<file path="config.mk">
export PLATFORM = sky130hd
export DESIGN_NAME = spi_controller
export DESIGN_NICKNAME = d
export VERILOG_FILES = /design/src/rtl/spi_pkg.sv /design/src/rtl/spi_phase_timer.sv /design/src/rtl/spi_controller.sv
export SDC_FILE = /design/constraint.sdc
export NUM_CORES = 1
export LEC_CHECK = 0
export ABC_AREA = 1
export CAP_MARGIN = 30
export CELL_PAD_IN_SITES_DETAIL_PLACEMENT = 2
export CELL_PAD_IN_SITES_GLOBAL_PLACEMENT = 2
export CORE_ASPECT_RATIO = 0.8
export CORE_MARGIN = 4
export CORE_UTILIZATION = 32
export DETAILED_ROUTE_END_ITERATION = 8
export PLACE_DENSITY = 0.93
export SLEW_MARGIN = 20
export SYNTH_ARGS = -nofsm -noshare
export SYNTH_HDL_FRONTEND = slang
export SYNTH_SLANG_ARGS = --single-unit
</file>
<file path="constraint.sdc">
create_clock -name clk -period 4.67 [get_ports clk]
set_clock_uncertainty 0.2 [all_clocks]
set_input_delay 0.467 -clock clk [delete_from_list [all_inputs] [get_ports clk]]
set_output_delay 0.467 -clock clk [all_outputs]
set_load 0.02 [all_outputs]
</file>
<file path="src/rtl/spi_pkg.sv">
// Shared types and constants for the SPI register-write initiator.
// Frame layout is {write flag, 7-bit address, 8-bit data}, MSB first.
// Contents: frame widths, register map, FSM state enum, max helper.
package spi_pkg;

  localparam int FRAME_W = 16;
  localparam int ADDR_W  = 7;
  localparam int DATA_W  = 8;

  localparam logic [ADDR_W-1:0] ADDR_EN_OUT_7_0  = 7'h00;
  localparam logic [ADDR_W-1:0] ADDR_EN_OUT_15_8 = 7'h01;
  localparam logic [ADDR_W-1:0] ADDR_EN_PWM_7_0  = 7'h02;
  localparam logic [ADDR_W-1:0] ADDR_EN_PWM_15_8 = 7'h03;
  localparam logic [ADDR_W-1:0] ADDR_PWM_DUTY    = 7'h04;

  localparam logic WRITE_FLAG = 1'b1;

  typedef enum logic [2:0] {IDLE, SETUP, SHIFT, HOLD, GAP} spi_state_t;

  function automatic int max3(input int a, input int b, input int c);
    int m;
    m = (a > b) ? a : b;
    return (m > c) ? m : c;
  endfunction

endpackage

</file>
<file path="src/rtl/spi_phase_timer.sv">
// Loadable down-counter whose terminal-count strobe times every FSM phase.
// Latency: tc asserts load_val+1 cycles after a load (count reaches zero).
// Backpressure: none; load always wins, counter parks at zero otherwise.
// Ports: clk, rst_n (sync, active-low), load/load_val in, tc out.
module spi_phase_timer #(
  parameter int W = 4
) (
  input  logic         clk,
  input  logic         rst_n,
  input  logic         load,
  input  logic [W-1:0] load_val,
  output logic         tc
);

  logic [W-1:0] count_q;

  always_ff @(posedge clk) begin
    if (!rst_n) begin
      count_q <= '0;
    end else if (load) begin
      count_q <= load_val;
    end else if (count_q != '0) begin
      count_q <= count_q - W'(1);
    end
  end

  assign tc = (count_q == '0);

endmodule

</file>
<file path="src/rtl/spi_controller.sv">
// SPI mode-0 initiator: serialises one register write per request into a 16-bit frame.
// Latency: nCS falls 1 cycle after accept, done at 1+CS_SETUP+32*HALF_PERIOD.
// Backpressure: req_ready only in IDLE; requests during a frame or the gap are ignored.
// Ports: clk, rst_n (sync, active-low); req_valid/req_ready/req_addr/req_data in;
//        busy, done (1-cycle pulse), SCLK, COPI, nCS out (all registered).
module spi_controller import spi_pkg::*; #(
  parameter int HALF_PERIOD = 4,
  parameter int CS_SETUP    = 4,
  parameter int CS_GAP      = 8
) (
  input  logic              clk,
  input  logic              rst_n,
  input  logic              req_valid,
  output logic              req_ready,
  input  logic [ADDR_W-1:0] req_addr,
  input  logic [DATA_W-1:0] req_data,
  output logic              busy,
  output logic              done,
  output logic              SCLK,
  output logic              COPI,
  output logic              nCS
);

  localparam int PW = $clog2(max3(HALF_PERIOD, CS_SETUP, CS_GAP)) + 1;
  // Each phase lasts N cycles: load N-1, transition on the zero cycle.
  localparam logic [PW-1:0] HALF_LD  = PW'(HALF_PERIOD - 1);
  localparam logic [PW-1:0] SETUP_LD = PW'(CS_SETUP - 1);
  localparam logic [PW-1:0] GAP_LD   = PW'(CS_GAP - 1);

  spi_state_t           state_q, state_d;
  logic                 phase_q, phase_d;   // 1: SCLK-high half of a bit
  logic [4:0]           bit_q, bit_d;
  logic [FRAME_W-1:0]   sh_q, sh_d;
  logic                 done_d;
  logic                 tmr_load;
  logic [PW-1:0]        tmr_val;
  logic                 tmr_tc;

  spi_phase_timer #(.W(PW)) u_timer (
    .clk      (clk),
    .rst_n    (rst_n),
    .load     (tmr_load),
    .load_val (tmr_val),
    .tc       (tmr_tc)
  );

  always_comb begin
    state_d  = state_q;
    phase_d  = phase_q;
    bit_d    = bit_q;
    sh_d     = sh_q;
    done_d   = 1'b0;
    tmr_load = 1'b0;
    tmr_val  = '0;
    case (state_q)
      IDLE: begin
        if (req_valid && req_ready) begin
          state_d  = SETUP;
          sh_d     = {WRITE_FLAG, req_addr, req_data};
          tmr_load = 1'b1;
          tmr_val  = SETUP_LD;
        end
      end
      SETUP: begin
        if (tmr_tc) begin
          state_d  = SHIFT;
          phase_d  = 1'b1;
          bit_d    = 5'd0;
          tmr_load = 1'b1;
          tmr_val  = HALF_LD;
        end
      end
      SHIFT: begin
        if (tmr_tc) begin
          tmr_load = 1'b1;
          tmr_val  = HALF_LD;
          if (phase_q) begin
            // Falling edge: present the next bit while SCLK is low.
            phase_d = 1'b0;
            sh_d    = {sh_q[FRAME_W-2:0], 1'b0};
            // The low half of the last bit is timed by HOLD.
            if (bit_q == 5'd15) state_d = HOLD;
          end else begin
            phase_d = 1'b1;
            bit_d   = bit_q + 5'd1;
          end
        end
      end
      HOLD: begin
        if (tmr_tc) begin
          state_d  = GAP;
          done_d   = 1'b1;
          tmr_load = 1'b1;
          tmr_val  = GAP_LD;
        end
      end
      GAP: begin
        if (tmr_tc) state_d = IDLE;
      end
      default: state_d = IDLE;
    endcase
  end

  // Outputs are registered from next-state values so they line up with state_q.
  always_ff @(posedge clk) begin
    if (!rst_n) begin
      state_q   <= IDLE;
      phase_q   <= 1'b0;
      bit_q     <= 5'd0;
      sh_q      <= '0;
      req_ready <= 1'b0;
      busy      <= 1'b0;
      done      <= 1'b0;
      SCLK      <= 1'b0;
      COPI      <= 1'b0;
      nCS       <= 1'b1;
    end else begin
      state_q   <= state_d;
      phase_q   <= phase_d;
      bit_q     <= bit_d;
      sh_q      <= sh_d;
      req_ready <= (state_d == IDLE);
      busy      <= (state_d != IDLE);
      done      <= done_d;
      SCLK      <= (state_d == SHIFT) && phase_d;
      COPI      <= ((state_d == SETUP) || (state_d == SHIFT)) && sh_d[FRAME_W-1];
      nCS       <= !((state_d == SETUP) || (state_d == SHIFT) || (state_d == HOLD));
    end
  end

endmodule
</file>
==> impl.org, run 1 <==
** Clock tree
- Post CTS Setup Buffer Count :: 0
- Total number of clock tree sinks :: 35
- Total number of H-tree levels :: 2
- Total CTS buffers :: 5
- TritonCTS built the clock tree.
- The tree is rooted in a sky130_fd_sc_hd__clkbuf_8.
- Clock latency on the worst-skew pair, taken at its later pin, is between 200 and 300 ps.
- Clock-pin slew was measured on the worst setup and hold paths at about 70 ps.
- Number of hold-repair buffers added at the cts stage :: 0
- Deepest clock path buffer count :: 2
- After clock tree synthesis, the repair step resized 0 gates.

** Timing
- The max-slew violation count came to 0.
- After layout, the minimum clock period comes to ~2400 ps.
- Setup repair after global routing left no endpoint under its margin.
- Summed over all failing endpoints, the final setup total negative slack is 0 ps.
- Derived from the worst setup path, the maximum achievable clock frequency is about 0.42 GHz.
- Final period util :: 0.5152
- Worst-case headroom to the max-slew limit :: 0.4402
- For the pin with the worst max-slew slack, the measured transition is roughly 830 ps.
- Fin worst setup slack :: around 2300 ps
- Setup violations remaining at the end of the flow were counted as 0.
- WHS :: approximately 270 ps
- The final-report hold violation count is 0.

** Setup path
- Launching point of the worst reg2reg path :: u_timer.count_q[0]
- Number of cells on the worst reg-to-reg path :: 9
- In this run the worst setup path terminates at COPI.
- CP Capture Type :: flop
- Endpoint of the worst register-to-register path :: bit_q[1]
- Critical Path Source Type :: input pin
- The setup check on the worst reg-to-reg path leaves a slack of approximately 2800 ps.
- Data on the critical path arrives at its endpoint at around 2400 ps.
- Origin of the worst setup path :: rst_n
- By startpoint and endpoint, the worst setup path is classified as input pin to flop.
- Worst-path maximum fanout :: 27
- Required time at the endpoint of the critical path :: 4680 ps

** Routing
- Drc violations :: 0
- Dividing the detail-routed wire length by the instance count gives 14.87 µm.
- The final layout contains routed wiring with a total length of between 4 and 5 mm.
- Remaining antenna violation count :: 0
- First DRT Iteration DRCs :: 43
- Number of iterations in the first detailed-routing pass :: 4
- Routed wire length on met2 :: around 2.4 mm
- In the detailed route, the total length drawn on met3 is roughly 160 µm.
- Vias :: 1604
- Top metal layer carrying routed signals :: met4
- Vias per cell :: a little under 5
- Metal1 wirelength :: around 2.3 mm

** Place
- # port buffers :: 23
- Setup slack after placement :: roughly 2000 ps
- In this run the cell area measured after placement is roughly 2000 µm².
- Detailed placement ended at an HPWL of around 3.7 mm.
- At the end of routability-driven placement, the weighted congestion stood at between 0.7 and 0.8.

** Synthesis
- Synthesis handed over a netlist of approximately 240 instances.
- Area of the mapped netlist :: around 1700 µm²
- Portion of the post-synthesis area used by sequential elements :: 0.4073
- Count of warnings emitted by yosys :: 0
- Average cell area after synthesis :: between 7 and 8 µm²
- Counting every net in the synthesized netlist gives around 270.
- Distinct cell type count after synthesis :: 27
- The synthesized design contains 35 register bits.

** Power and ir drop
- Switching Fraction :: 0.4082
- The share of total power dissipated in sequential elements is 0.389.
- Power spread over the standard cell area amounts to 488.7 nW/µm².
- Internal power comes to between 500 and 600 µW.
- Share of total power in combinational logic :: 0.409
- The analysis attributes to net switching a power of ~400 µW.
- Maximum vdd drop :: approximately 130 µV
- Power comes to 1.009 mW.
- Leak pwr :: between 0.9 and 1 nW
- Clock group share of total power :: 0.201

** Floorplan
- Row Count :: 23
- Height of the chip :: 73.58 µm
- Placeable core area :: roughly 5100 µm²
- The die is 89.98 µm wide.
- Floorplan die area :: 6620 µm²
- 24 I/O pins were placed.
- The initial utilization of the core area, before any placement, comes to 0.3378.

** Cells and area
- Leading cell type in the layout, fill and taps excluded :: sky130_fd_sc_hd__nand2_1
- Share of post-route cells with drive strength above 1 :: 0.07836
- Area growth syn-to-layout :: 20.07%
- After routing the design area is roughly 2100 µm².
- The top cell types in the final layout, fill and taps aside, are sky130_fd_sc_hd__nand2_1, sky130_fd_sc_hd__a21oi_1, sky130_fd_sc_hd__dfxtp_1, sky130_fd_sc_hd__inv_1, sky130_fd_sc_hd__nor2_1.
- Nets :: between 200 and 300
- The layout has roughly 600 filler cells.
- The repair_antennas step left the layout with diodes totalling 0.

** Global routing
- In the global route stage, overall resource usage came out at 0.1542.
- For this run the aggregate overflow at the end of global routing stands at 0.
- Entering global routing, the biggest net connects 28 pins.
- Number of global-route vias before repair :: 1703
- Initial antenna violation count :: 0
- The first global-routing pass estimated 8.010 mm of wire.

** Status
- The run finished with clean final reports.

** Job
- The tool flagged a number of max-cap violations equal to 0.

** Min path
- Worst min-delay path class :: flop to flop
[worst min path at each step]
stage,from,endpoint,slack (ps),cells past startpoint
2_1_floorplan,bit_q[4],bit_q[4],230,2
3_3_place_gp,sh_q[13],sh_q[13],250,2
3_5_place_dp,sh_q[14],sh_q[14],260,2
4_1_cts,sh_q[14],sh_q[14],270,2
5_1_grt,sh_q[4],sh_q[4],290,2
6_report,sh_q[14],sh_q[14],270,2
[sequential cells by signal (all words and copies together), names as in the netlist]
signal and flops:
phase_q 1, req_ready 1, SCLK 1, COPI 1, sh_q 16, u_timer.count_q 4
nCS 1, state_q 3, done 1, busy 1, bit_q 5
[routing by layer]
| metal | vias up | GRT usage |
|---|---|---|
| met2 | 20 | 0.2850 |
| met1 | 766 | 0.1835 |
| met3 | 5 | 0.03480 |
| met4 | 0 | 0.04075 |
| li1 | 813 | - |
| met5 | - | 0 |
[cells in the mapped netlist (all sizes together)]
cell type / number / share of area
inv: 36 / 0.080
clkbuf: 2 / 0.0044
clkinv: 1 / 0.0022
buf: 3 / 0.016
nor3b: 1 / 0.0044
ha: 4 / 0.029
o21ai: 3 / 0.0087
dfxtp: 35 / 0.41
nand2: 61 / 0.14
nor2: 37 / 0.10
nand4: 2 / 0.0073
nor3: 1 / 0.0029
xor2: 3 / 0.015
nand3: 14 / 0.054
a21oi: 41 / 0.12
[final cells by class]
cell class / count / area, µm² / area share
multi-input combinational: 167 / 843.3 / 0.4082
inverter: 37 / 141.4 / 0.06844
clock buffer: 6 / 72.57 / 0.03513
sequential: 35 / 700.7 / 0.3392
timing repair buffer: 23 / 230.2 / 0.1114
tap: 62 / 77.57 / 0.03755
[cell families after synthesis]
logic type / after synthesis / synth area share
XOR/XNOR: 3 / 0.01528
buffers and inverters: 42 / 0.1025
flip-flops: 35 / 0.4073
AO/OA/AOI/OAI: 44 / 0.1324
AND/OR/NAND/NOR: 116 / 0.3135
adder cells (fa/ha/maj): 4 / 0.02909
[per-stage QoR]
step,cells,utilization
4_1_cts,330,0.4056
2_1_floorplan,244,-
6_report,330,0.4056
3_5_place_dp,324,0.3913
5_1_grt,330,0.4056
3_3_place_gp,324,0.3913
[worst max-delay path, stage by stage]
cell                              delay [ps]
sky130_fd_sc_hd__clkdlybuf4s50_1         600
sky130_fd_sc_hd__clkinv_1                720
sky130_fd_sc_hd__a21oi_1                 360
sky130_fd_sc_hd__nand2_1                 110
sky130_fd_sc_hd__a21oi_1                 140
[power by group through the flow]
stage / logic [mW] / registers (mW) / clock network (mW)
after floorplan: 0.283 / 0.404 / 0
after global placement: 0.393 / 0.395 / 0
after detailed placement: 0.414 / 0.399 / 0
after CTS: 0.418 / 0.393 / 0.210
after global routing: 0.465 / 0.400 / 0.225
final: 0.413 / 0.393 / 0.203
(Power assumes the default switching activity.)
==> run 2: changes to the inputs <==
Settings changed: CORE_UTILIZATION 32 to 30, PLACE_DENSITY 0.93 to 0.88.
Clock period 4.67 ns to 2.3 ns, I/O delays scaled along.
==> impl.org, run 2 (synthesis results as in run 1) <==
** Power and ir drop
- Across the VDD grid, the largest voltage drop is 276.6 µV.
- Power density relative to cell area :: between 900 and 1000 nW/µm²
- Leak pwr :: between 0.9 and 1 nW

** Cells and area
- Of the cells placed in the final design, the portion with a size suffix greater than 1 is 0.09890.
- The register with the most flip-flops in the layout has 16 of them.
- In the layout the commonest cells are sky130_fd_sc_hd__nand2_1, sky130_fd_sc_hd__a21oi_1, sky130_fd_sc_hd__dfxtp_1, sky130_fd_sc_hd__inv_1, sky130_fd_sc_hd__nor2_1.
- Largest register by flop count :: sh_q
- From synthesis to final layout, the design area changed by 23.20%.
- The library cell used most frequently in the layout, excluding fill and tap cells, is sky130_fd_sc_hd__nand2_1.
- Antenna cells :: 0
- Regs by FF count :: sh_q (16), bit_q (5), u_timer.count_q (4)
- Nets :: approximately 290
- Final Instance Count excl. Fillers :: approximately 350
- Summing all non-filler instances in the final layout gives an area of around 2100 µm².

** Floorplan
- From bottom edge to top edge, the die measures 75.74 µm.
- I/O pin cnt :: 24
- After floorplanning, the core was sized to cover around 5500 µm².
- The floorplan has 24 rows.
- The floorplan step defined a die boundary enclosing between 7000 and 8000 µm².
- Measured along the x axis, the die boundary spans around 93 µm.
- Initial standard-cell utilization of the core :: 0.3131

** Clock tree
- No sink is reached through more buffers than the 2 on the longest clock path.
- Hold repair after CTS inserted 0 buffers.
- Counting the buffers created by CTS gives 5.
- Post-CTS repair changed the size of 0 cells.
- The clock reaches the later pin of the worst-skew pair after 290 ps.
- Total number of clock tree sinks :: 35
- Buffers added to address setup during post-CTS repair amount to 0.
- After clock tree synthesis, the clock-pin slew on the worst setup and hold paths is approximately 80 ps.
- CTS built an H-tree with a depth of 2.
- The root buffer cell chosen for the clock tree is sky130_fd_sc_hd__clkbuf_8.
- Clock tree from TritonCTS :: built

** Place
- Post-Place Cells :: between 300 and 400
- Last weighted congestion value of the routability-driven placer :: about 0.77
- Cell area after placement :: approximately 2000 µm²
- HPWL after detailed placement :: about 3.8 mm
- Setup slack after placement :: ~330 ps
- # port buffers :: 23

** Timing
- WHS :: about 260 ps
- For this run, the top clock speed supported by timing is around 0.54 GHz.
- Setup violations remaining at the end of the flow were counted as 0.
- Fin worst setup slack :: between 400 and 500 ps
- Final period util :: 0.8126
- For the pin with the worst max-slew slack, the measured transition is 345.8 ps.
- Total count of hold-check failures in the final report :: 0
- The max-slew violation count was 0.
- After routing, the total negative slack on setup checks comes to 0 ps.
- RSZ-0062 raised after global routing :: false
- Measured against its own limit, the worst slew margin works out to 0.7689.
- Subtracting the final worst setup slack from the clock period gives around 1900 ps.

** Setup path
- Worst-path maximum fanout :: 6
- Total buffers and inverters traversed by the critical path :: 2
- For this design, the slowest cell found on the critical path is sky130_fd_sc_hd__ha_1.
- Required time at the endpoint of the critical path :: approximately 2300 ps
- Worst EP arrival :: about 1900 ps
- Critical Path Source Type :: flop
- Cell seen most often among critical-path stages :: sky130_fd_sc_hd__nand2_1
- Kind of cell adding the most delay to the critical path :: simple AND/OR/NAND/NOR gates
- For this run, the slowest stage of the critical path takes slightly above 300 ps.
- STA classifies the critical path endpoint as a flop.
- The worst setup path is of the flop to flop kind.
- Critical path cell sequence :: inv_1 > ha_1 > nand2_1 > nor2_4 > nand3_2 > inv_2 > nand2_1 > o21ai_1 > nor2_1

** Routing
- Total routed wirelength :: 4.817 mm
- In this run, the number of DRC markers left after iteration 0 of detailed routing was 67.
- Remaining antenna violation count :: 0
- The first TritonRoute pass finished after 3 iterations.
- For this block, the via count after detailed routing is 1633.
- For this run, design rule violations remaining after detail routing come to 0.
- After detailed routing, the average wire length per cell comes to roughly 14 µm.
- Vias per cell :: 4.652

** Job
- The tool flagged a number of max-cap violations equal to 0.

** Global routing
- Summed over all layers, the global routing overflow is 0.
- The initial antenna violation count was 0.
- Number of global-route vias before repair :: 1698
- The first global-routing pass estimated about 8.1 mm of wire.
- For this run, the total global-route usage over all layers was measured as 0.1482.
- Entering global routing, the biggest net connects 19 pins.

** Status
- The run finished with clean final reports.

** Min path
- Worst min-delay path class :: flop to flop
## run 2: changes by cell type in the layout (fill, tap and decap cells not counted)
cell                       previous run  this run
sky130_fd_sc_hd__buf_4                0         3
sky130_fd_sc_hd__clkinv_2             0         3
sky130_fd_sc_hd__clkbuf_1             1         0
## run 2: cell type report
class                      count  area, µm²
clock buffer                   5      68.82
fill                         654       3376
multi-input combinational    167      843.3
clock inverter                 3      15.01
tap                           78      97.59
sequential                    35      700.7
timing repair buffer          26      252.7
inverter                      37      141.4
## run 2: final timing paths
kind	start	endpoint	slack, ps	depth (start not counted)
max	u_timer.count_q[0]	bit_q[1]	430	9
min	bit_q[4]	bit_q[4]	260	2
max reg2reg	u_timer.count_q[0]	bit_q[1]	430	9
min reg2reg	bit_q[4]	bit_q[4]	260	2
## run 2: worst reg2reg max path: stages (launching register included)
cell                      delay [ps]
sky130_fd_sc_hd__dfxtp_1         300
sky130_fd_sc_hd__inv_1           100
sky130_fd_sc_hd__ha_1            310
sky130_fd_sc_hd__nand2_1         130
sky130_fd_sc_hd__nor2_4          180
sky130_fd_sc_hd__nand3_2         200
sky130_fd_sc_hd__inv_2           150
sky130_fd_sc_hd__nand2_1          60
sky130_fd_sc_hd__o21ai_1          70
sky130_fd_sc_hd__nor2_1           50
## run 2: per-stage QoR
| stage | total power, mW | utilization |
|---|---|---|
| 2_1_floorplan | 1.393 | - |
| 3_3_place_gp | 1.598 | 0.3704 |
| 3_5_place_dp | 1.666 | 0.3704 |
| 4_1_cts | 2.114 | 0.3857 |
| 5_1_grt | 2.263 | 0.3857 |
| 6_report | 2.081 | 0.3857 |
## run 2: where the power goes
group          internal (mW)  switching [mW]
Clock                  0.207           0.236
Sequential             0.719          0.0749
Combinational          0.297           0.547
Total                   1.22           0.858
## run 2: routing by layer
| layer | GRT usage | vias to the layer above | routed length [µm] |
|---|---|---|---|
| li1 | - | 822 | - |
| met1 | 0.1791 | 794 | 2284 |
| met3 | 0.04541 | 5 | 137 |
| met2 | 0.2685 | 12 | 2362 |
| met5 | 0 | - | 0 |
| met4 | 0.02439 | 0 | 32 |
==> run 3: changes to the inputs <==
Settings changed: CORE_UTILIZATION 30 to 27, PLACE_DENSITY 0.88 to 0.84.
Clock period 2.3 ns to 1.5 ns, I/O delays scaled along.
==> impl.org, run 3 (synthesis results as in run 1) <==
** Status
- The flow ran to the end, but the final reports show violations.
- The checks that failed: setup timing.

** Timing
- Measured against its own limit, the worst slew margin works out to 0.8055.
- Setup TNS :: -5117 ps
- For the pin with the worst max-slew slack, the measured transition is roughly 290 ps.
- Final setup violating endpoints :: 33
- Final period util :: 1.181
- F_max :: roughly 0.56 GHz
- The final-report hold violation count was 0.
- Shortest period the worst path allows :: roughly 1800 ps
- WHS :: approximately 290 ps
- Setup repair after global routing could not meet its margin everywhere.
- Fin worst setup slack :: -271.2 ps
- The max-slew violation count was 0.

** Setup path
- Worst EP arrival :: ~1800 ps
- STA classifies the critical path endpoint as a flop.
- STA classifies the critical path startpoint as a flop.
- Critical setup path kind :: flop to flop
- Required time at the endpoint of the critical path :: 1540 ps
- Worst-path maximum fanout :: 14
- Number of cells on the worst reg-to-reg path :: 7

** Power and ir drop
- Dividing total power by cell area gives a power density of approximately 1600 nW/µm².
- In this run the static leakage power is approximately 1.3 nW.
- Summing internal, switching and leakage power gives roughly 5 mW.
- VDD sags by at most a little over 700 µV.

** Global routing
- The initial antenna violation count is 0.
- The first global-routing pass estimated 11.90 mm of wire.
- Total routing usage reported by global routing :: 0.1993
- For met2 alone, demand over resource in global routing was 0.3836.
- For met1 alone, demand over resource in global routing was 0.2276.
- For this run, global-route usage on met3 was measured as 0.04017.
- Entering global routing, the biggest net connects 18 pins.
- The number of global-route vias before repair came to between 2000 and 2500.
- Total global routing overflow :: 0
- Most crowded layer after global routing :: met2

** Routing
- Number of iterations in the first detailed-routing pass :: 4
- Summing over every cut layer, the via total after detailed routing is about 1900.
- In the routed design, unresolved DRC markers number 0.
- Total routed wirelength :: about 8.4 mm
- Remaining antenna violation count :: 0
- Vias per cell :: about 4.8
- In this run, the number of DRC markers left after iteration 0 of detailed routing was 67.
- Average wire length per cell after detail routing :: 21.42 µm

** Cells and area
- Once layout is done, the placed cells without fillers occupy ~3000 µm².
- Regs by FF count :: sh_q (16), bit_q (5), u_timer.count_q (4)
- Nets :: 334
- Most used cells in the layout excluding fill and tap cells :: sky130_fd_sc_hd__buf_4, sky130_fd_sc_hd__dfxtp_1, sky130_fd_sc_hd__inv_1, sky130_fd_sc_hd__nand2_2, sky130_fd_sc_hd__nor2_1
- The area growth from synthesis to layout is 73.67%.
- The register with the most flip-flops in the layout has 16 of them.
- Leading cell type in the layout, fill and taps excluded :: sky130_fd_sc_hd__buf_4
- Antenna cells :: 0
- Largest register by flop count :: sh_q
- Of the cells placed in the final design, the portion with a size suffix greater than 1 is 0.5048.

** Floorplan
- The initial utilization of the core area, before any placement, comes to 0.2850.
- Floorplan die area :: ~7700 µm²
- In this run the horizontal extent of the chip is just under 100 µm.
- I/O pin cnt :: 24
- Height of the chip :: approximately 80 µm
- The floorplan step defined a core boundary enclosing ~6000 µm².
- Row Count :: 25

** Place
- At the end of routability-driven placement, the weighted congestion stood at 0.7973.
- # port buffers :: 23
- At the placement stage, the worst setup path has a slack of -232.0 ps.
- HPWL after detailed placement :: between 4 and 5 mm
- Summing all placed instances gives a cell area of approximately 2300 µm².

** Min path
- Hold Path Depth :: 2
- Worst min-delay path class :: flop to flop

** Clock tree
- CTS Root Buffer Type :: sky130_fd_sc_hd__clkbuf_8
- Total number of H-tree levels :: 2
- Number of hold-repair buffers added at the cts stage :: 0
- Deepest clock path buffer count :: 2
- In this run, CTS created clock tree buffers numbering 5.
- Post-CTS clock slew at the launch and capture registers of the worst setup and hold paths :: about 90 ps
- Clock tree synthesis found a total of 35 sinks.
- Latest clock arrival within the worst-skew pair :: 300 ps
- TritonCTS built the clock tree.

** Job
- Max-capacitance violation count :: 0
==> run 3: final timing paths <==
check | startpoint | end | slack (ps)
hold reg to reg | sh_q[7] | sh_q[7] | 290
hold / removal | sh_q[7] | sh_q[7] | 290
setup reg to reg | state_q[2] | sh_q[9] | -270
setup / recovery | state_q[2] | sh_q[9] | -270
==> run 3: worst max-delay path, cell delays in order, from the launching register on <==
cell	delay [ps]
sky130_fd_sc_hd__dfxtp_2	380
sky130_fd_sc_hd__nor2_4	240
sky130_fd_sc_hd__buf_6	150
sky130_fd_sc_hd__nand3_4	140
sky130_fd_sc_hd__buf_12	190
sky130_fd_sc_hd__nor2_1	160
sky130_fd_sc_hd__a21oi_1	110
sky130_fd_sc_hd__a21oi_2	160
==> run 3: repair_timing <==
item                                    in CTS  in global routing
endpoints found under the setup margin      41                 35
resized for setup                           40                 96
gates cloned                                 1                  1
pin swaps                                   11                 25
setup buffers                                8                  3
==> run 3: power by group <==
group | total [mW] | internal, mW | switching [mW]
clock network | 0.899 | 0.496 | 0.404
registers | 1.27 | 1.11 | 0.150
logic | 2.75 | 1.22 | 1.53
==> run 3: through the flow <==
stage | std cells | util
floorplan | 244 | -
finish | 394 | 0.4949
global route | 394 | 0.4949
detailed placement | 374 | 0.3832
CTS | 390 | 0.4276
global placement | 374 | 0.3832
==> run 3: final cells by class <==
type | count | area, µm²
inverter | 37 | 143.9
multi-input combinational | 167 | 1272
timing repair buffer | 66 | 643.1
tap | 81 | 101.3
fill | 641 | 3049
clock buffer | 5 | 68.82
clock inverter | 3 | 43.79
sequential | 35 | 714.4
==> run 3: per-layer routing <==
layer / wire length [µm] / share of wire
met1: 3634 / 0.43
met2: 4360 / 0.52
met3: 229 / 0.027
met4: 216 / 0.026
met5: 0 / 0
